$ cat src/rtl/sp_ram_fifo_ctrl.sv
// FIFO controller that drives a single-port RAM, with round-robin push/pop arbitration.
// Optional sticky overflow/underflow flag on err_o when SP_FIFO_ERR_FLAGS_EN is defined.
module sp_ram_fifo_ctrl #(
  parameter int DEPTH  = 128,
  parameter int ADDR_W = 7,
  parameter int DATA_W = 8
) (
  input  logic              clk_i,
  input  logic              rst_n_i,
  input  logic              push_i,
  input  logic [DATA_W-1:0] push_data_i,
  output logic              push_ready_o,
  input  logic              pop_i,
  output logic              pop_ready_o,
  output logic [DATA_W-1:0] rd_data_o,
  output logic              rd_valid_o,
  output logic              full_o,
  output logic              empty_o,
  output logic [ADDR_W:0]   count_o,
  output logic              ram_wr_en_o,
  output logic              ram_rd_en_o,
  output logic [ADDR_W-1:0] ram_addr_o,
  output logic [DATA_W-1:0] ram_wr_data_o,
  input  logic [DATA_W-1:0] ram_rd_data_i
`ifdef SP_FIFO_ERR_FLAGS_EN
  ,
  output logic              err_o
`endif
);

  localparam logic [ADDR_W:0]   DEPTH_C  = (ADDR_W+1)'(DEPTH);
  localparam logic [ADDR_W-1:0] PTR_LAST = ADDR_W'(DEPTH - 1);

  logic [ADDR_W-1:0] wr_ptr_r;
  logic [ADDR_W-1:0] rd_ptr_r;
  logic [ADDR_W:0]   count_r;
  logic              prio_r;
  logic              rd_valid_r;

  logic full_s;
  logic empty_s;
  logic push_elig_s;
  logic pop_elig_s;
  logic push_gnt_s;
  logic pop_gnt_s;

  assign full_s      = (count_r == DEPTH_C);
  assign empty_s     = (count_r == '0);
  assign push_elig_s = push_i && !full_s;
  assign pop_elig_s  = pop_i && !empty_s;

  // prio_r breaks the tie only when both sides are eligible, so at most one grant fires.
  assign push_ready_o = !full_s && (!pop_elig_s || (prio_r == 1'b0));
  assign pop_ready_o  = !empty_s && (!push_elig_s || (prio_r == 1'b1));
  assign push_gnt_s   = push_i && push_ready_o;
  assign pop_gnt_s    = pop_i && pop_ready_o;

  assign full_o     = full_s;
  assign empty_o    = empty_s;
  assign count_o    = count_r;
  assign rd_valid_o = rd_valid_r;
  assign rd_data_o  = ram_rd_data_i;

  // RAM port steering for the single access granted this cycle.
  always_comb begin
    ram_wr_en_o   = 1'b0;
    ram_rd_en_o   = 1'b0;
    ram_addr_o    = rd_ptr_r;
    ram_wr_data_o = push_data_i;
    if (push_gnt_s) begin
      ram_wr_en_o = 1'b1;
      ram_addr_o  = wr_ptr_r;
    end else if (pop_gnt_s) begin
      ram_rd_en_o = 1'b1;
    end else begin
      ram_addr_o  = rd_ptr_r;
    end
  end

  // Pointer, occupancy, arbitration priority and read-valid state.
  always_ff @(posedge clk_i or negedge rst_n_i) begin
    if (!rst_n_i) begin
      wr_ptr_r   <= '0;
      rd_ptr_r   <= '0;
      count_r    <= '0;
      prio_r     <= 1'b0;
      rd_valid_r <= 1'b0;
    end else begin
      rd_valid_r <= pop_gnt_s;
      if (push_gnt_s) begin
        wr_ptr_r <= (wr_ptr_r == PTR_LAST) ? '0 : wr_ptr_r + ADDR_W'(1);
        count_r  <= count_r + (ADDR_W+1)'(1);
        prio_r   <= 1'b1;
      end else if (pop_gnt_s) begin
        rd_ptr_r <= (rd_ptr_r == PTR_LAST) ? '0 : rd_ptr_r + ADDR_W'(1);
        count_r  <= count_r - (ADDR_W+1)'(1);
        prio_r   <= 1'b0;
      end else begin
        prio_r   <= prio_r;
      end
    end
  end

`ifdef SP_FIFO_ERR_FLAGS_EN
  logic err_r;
  assign err_o = err_r;

  // Sticky flag: any request against a full or empty FIFO latches until reset.
  always_ff @(posedge clk_i or negedge rst_n_i) begin
    if (!rst_n_i) begin
      err_r <= 1'b0;
    end else if ((push_i && full_s) || (pop_i && empty_s)) begin
      err_r <= 1'b1;
    end else begin
      err_r <= err_r;
    end
  end
`endif

endmodule

$ cat config.mk
export PLATFORM = sky130hd
export DESIGN_NAME = sp_ram_fifo_ctrl
export DESIGN_NICKNAME = d
export VERILOG_FILES = /design/src/rtl/sp_ram_fifo_ctrl.sv
export SDC_FILE = /design/constraint.sdc
export NUM_CORES = 1
export LEC_CHECK = 0
export ABC_AREA = 0
export ABC_CLOCK_PERIOD_IN_PS = 2900
export CORE_MARGIN = 1.5
export CORE_UTILIZATION = 41
export DETAILED_ROUTE_END_ITERATION = 7
export PLACE_DENSITY = 0.77
export SLEW_MARGIN = 20
export SYNTH_ARGS = -nofsm -noshare
export SYNTH_HDL_FRONTEND = slang
export SYNTH_SLANG_ARGS = --single-unit
$ cat constraint.sdc
create_clock -name clk_i -period 2.9 [get_ports clk_i]
set_input_delay 0.87 -clock clk_i [delete_from_list [all_inputs] [get_ports clk_i]]
set_output_delay 0.87 -clock clk_i [all_outputs]
set_load 0.01 [all_outputs]
==> impl_metrics.ini <==
[run_status]
outcome = complete, no violations

[finish]
area.growth.synth_to_final_pct = 35.1
instances_no_fill = 286
final_nets = 269
final-seq-area_um2 = 601
multi_input_area_um2 = 965
layout-drive-gt1-share_pct = 32.8
n_antenna_cell = 0
fillCellCount = 302

[timing]
timing.final.max_slew_violations = 0
fin_tns_setup_ns = 0
timing.max_slew.rel_slack_pct = 63.0
timing_hold_violations_final = 0
post-route-period-util_pct = 99.7
setup_viol = 0
finClkSkew_ns = 0.00300
timing.final.crit_period_ns = 2.89
max_freq_mhz = 346
rsz0062_at_grt = true
timing_worst_slew_pin_value_ns = 0.554

[global_route]
grt_start_max_net_pins = 25
busiest_layer = met2
grt_first_pass_wirelength_um = 6380
use_met3_pct = 4.26
antenna_violations_before_repair = 0
grt_overflow = 0
first_global_vias = 1372
use_met1_pct = 26.4
grt.met2_usage_pct = 29.4
grt_usage_pct = 18.6

[worst_setup_path]
reg2reg_setup_slack_ns = 0.06
critical_path.reg2reg.endpoint = count_o[6]
cp-startpoint = count_o[5]
startpoint_of_the_worst_slack_reg_to_reg_timing_path = count_o[5]
path_max_fanout = 6
critical_path_required_ns = 2.03
worstSetupPathType = flop to output port
setup.worst_path.end_class = output port
timing.critical_path.arrival_ns = 2.02
critPathLaunchType = flop
r2r_cells = 12

[clocking]
clock_sink_count = 24
clock_tree_from_tritoncts = done
cts.reportedPaths.clkPinSlew_ns = 0.09
clk_latency_ns = 0.27
h-tree-depth = 1
clockBufferDepth = 2
cts.root.buffer_cell = clkbuf_8
tritoncts.num_buffers = 3

[job]
maxCapViolations = 0

[yosys]
synthDistinctLibCells = 40
synthFlopType = dfrtp_1
synth_seq_cells = 24
synth_sequential_area_ratio_pct = 36.4
syn-instance-count = 191
synth_edf_count = 0
synth_warnings = 0
syn_area_per_cell_um2 = 8.63
synth-async-reset-ratio_pct = 100
mappedNetlistNets = 221
netlist_area_um2 = 1650

[floorplanning]
coreArea_um2 = 3770
rows = 22
dieArea_um2 = 4410
floorplan.initialDensity_pct = 43.7
dieWidth_um = 66.4
i_o_pin_count = 58
die_h_um = 66.4

[place]
placedCellCount = 274
routabilityCongestion = 0.829
place_hpwl_um = 2840
io_buffers = 25

[min_path]
holdPathEnd = wr_ptr_r[6]
whs_path_depth = 1
critical_hold_path_startpoint = wr_ptr_r[6]
min_path_type = flop to flop

[route]
dr.first_iter.drc_count = 55
final_antenna_net_count = 0
drt_pre_antenna_iters = 4
detailroute.via_count = 1483
totalWireLength_um = 3860
routed_length_per_instance_um = 13.5
avgViaCountPerCell = 5.19
drt_drc = 0

[power]
worst_ir_drop_vdd_v = 0.000543
power_density_nw_per_um2 = 947
leakagePower_uw = 0.00110
==> kinds of logic after synthesis <==
group,synth area share (%)
buffers and inverters,10.3
muxes,0.683
DFF,36.4
xor gates and xnor gates,5.31
AOI/OAI and AO/OA,14.0
adders and majority gates,8.05
and+or+nand+nor,25.1
==> where the power goes <==
| group | switching (µW) | total, µW | leakage (µW) | internal, µW |
|---|---|---|---|---|
| Sequential | 141 | 613 | 0.000291 | 472 |
| Clock | 108 | 230 | 0.0000288 | 121 |
| Combinational | 612 | 1260 | 0.000781 | 652 |
==> cell type report <==
type | count | area share [%]
Clock buffer | 4 | 2.47
Timing Repair Buffer | 62 | 22.9
Inverter | 9 | 1.63
Sequential cell | 24 | 27.0
Tap cell | 48 | 2.70
Multi-Input combinational cell | 139 | 43.3
==> sequential cells by signal, indices dropped and copies added, names as in the netlist <==
name        cells
wr_ptr_r        7
rd_ptr_r        7
count_o         8
prio_r          1
rd_valid_o      1
==> critical path, cell delays in order, from the launching register on <==
cell and delay [ns]:
dfrtp_1 0.39, or4_4 0.56, o21ai_4 0.19, nand3_4 0.11, buf_6 0.13, buf_6 0.12, nand2_2 0.06, nand2_1 0.05
buf_2 0.14
==> through the flow <==
| step | instance area [µm²] | utilization (%) | hold slack [ns] | setup WS [ns] | total power [µW] |
|---|---|---|---|---|---|
| floorplan | 1650 | - | 0.454 | 0.0445 | 1240 |
| global placement | 2040 | 54.1 | 0.487 | -0.445 | 1750 |
| detailed placement | 2040 | 54.1 | 0.486 | -0.467 | 1780 |
| CTS | 2120 | 56.1 | 0.499 | 0.000666 | 2010 |
| global route | 2230 | 59.0 | 0.541 | -0.0642 | 2270 |
| finish | 2230 | 59.0 | 0.510 | 0.00732 | 2110 |
==> what timing repair did <==
action,CTS,global route
cloned,0,1
hold buffers,0,0
pin swaps,4,13
gates resized for setup,43,25
setup buffers,5,2
endpoints found under the setup margin,14,11
==> cells in the mapped netlist (2+ instances only) <==
cell type | number | area [µm²]
inv_2 | 2 | 7.51
ha_1 | 9 | 113
inv_1 | 7 | 26.3
nor3_1 | 2 | 10.0
o21ai_0 | 11 | 55.1
nor2_1 | 6 | 22.5
o31ai_1 | 3 | 22.5
a21o_1 | 3 | 22.5
nand3_1 | 9 | 45.0
nand4_1 | 2 | 12.5
a21oi_1 | 7 | 35.0
and2_1 | 3 | 18.8
and3_1 | 4 | 25.0
a31oi_1 | 2 | 12.5
a21boi_0 | 4 | 30.0
or3_1 | 2 | 12.5
buf_4 | 17 | 128
nand2_1 | 45 | 169
dfrtp_1 | 24 | 601
xor2_1 | 4 | 35.0
xnor2_1 | 6 | 52.6
==> layer usage <==
layer	part of all wire, %	up-vias
li1	-	735
met1	46	724
met2	50	24
met3	4.1	0
met4	0	0
met5	0	-
==> cells in the final DEF (no fill, tap or decap), types with 2 or more instances in the layout <==
master           netlist  layout
a21o_1                 3       3
dlygate4sd2_1          0       6
nand2_2                0       8
a21oi_2                0       2
nand3_1                9       7
dlymetal6s2s_1         0       2
nand3_4                1       3
nand4_1                2       2
a31oi_1                2       2
clkbuf_8               0       4
nor2_1                 6       6
xnor2_1                6       6
clkdlybuf4s50_1        0      10
a21boi_0               4       2
nand2_1               45      37
buf_4                 17      32
xor2_1                 4       4
o21ai_0               11       9
buf_6                  0       5
ha_1                   9       9
and3_1                 4       4
o21ai_4                1       2
o31ai_1                3       3
inv_1                  7       7
buf_2                  1       7
and2_1                 3       2
dfrtp_1               24      24
a21oi_1                7       5
or3_1                  2       2
==> worst max-delay path by stage <==
stage	to	slack (ns)
global placement	ram_addr_o[3]	-0.45
floorplan	count_o[6]	0.04
detailed placement	ram_addr_o[3]	-0.47
global route	ram_addr_o[5]	-0.06
CTS	ram_addr_o[1]	0.0007
finish	ram_addr_o[5]	0.007
Note: power is estimated with default switching activity, not from simulation.
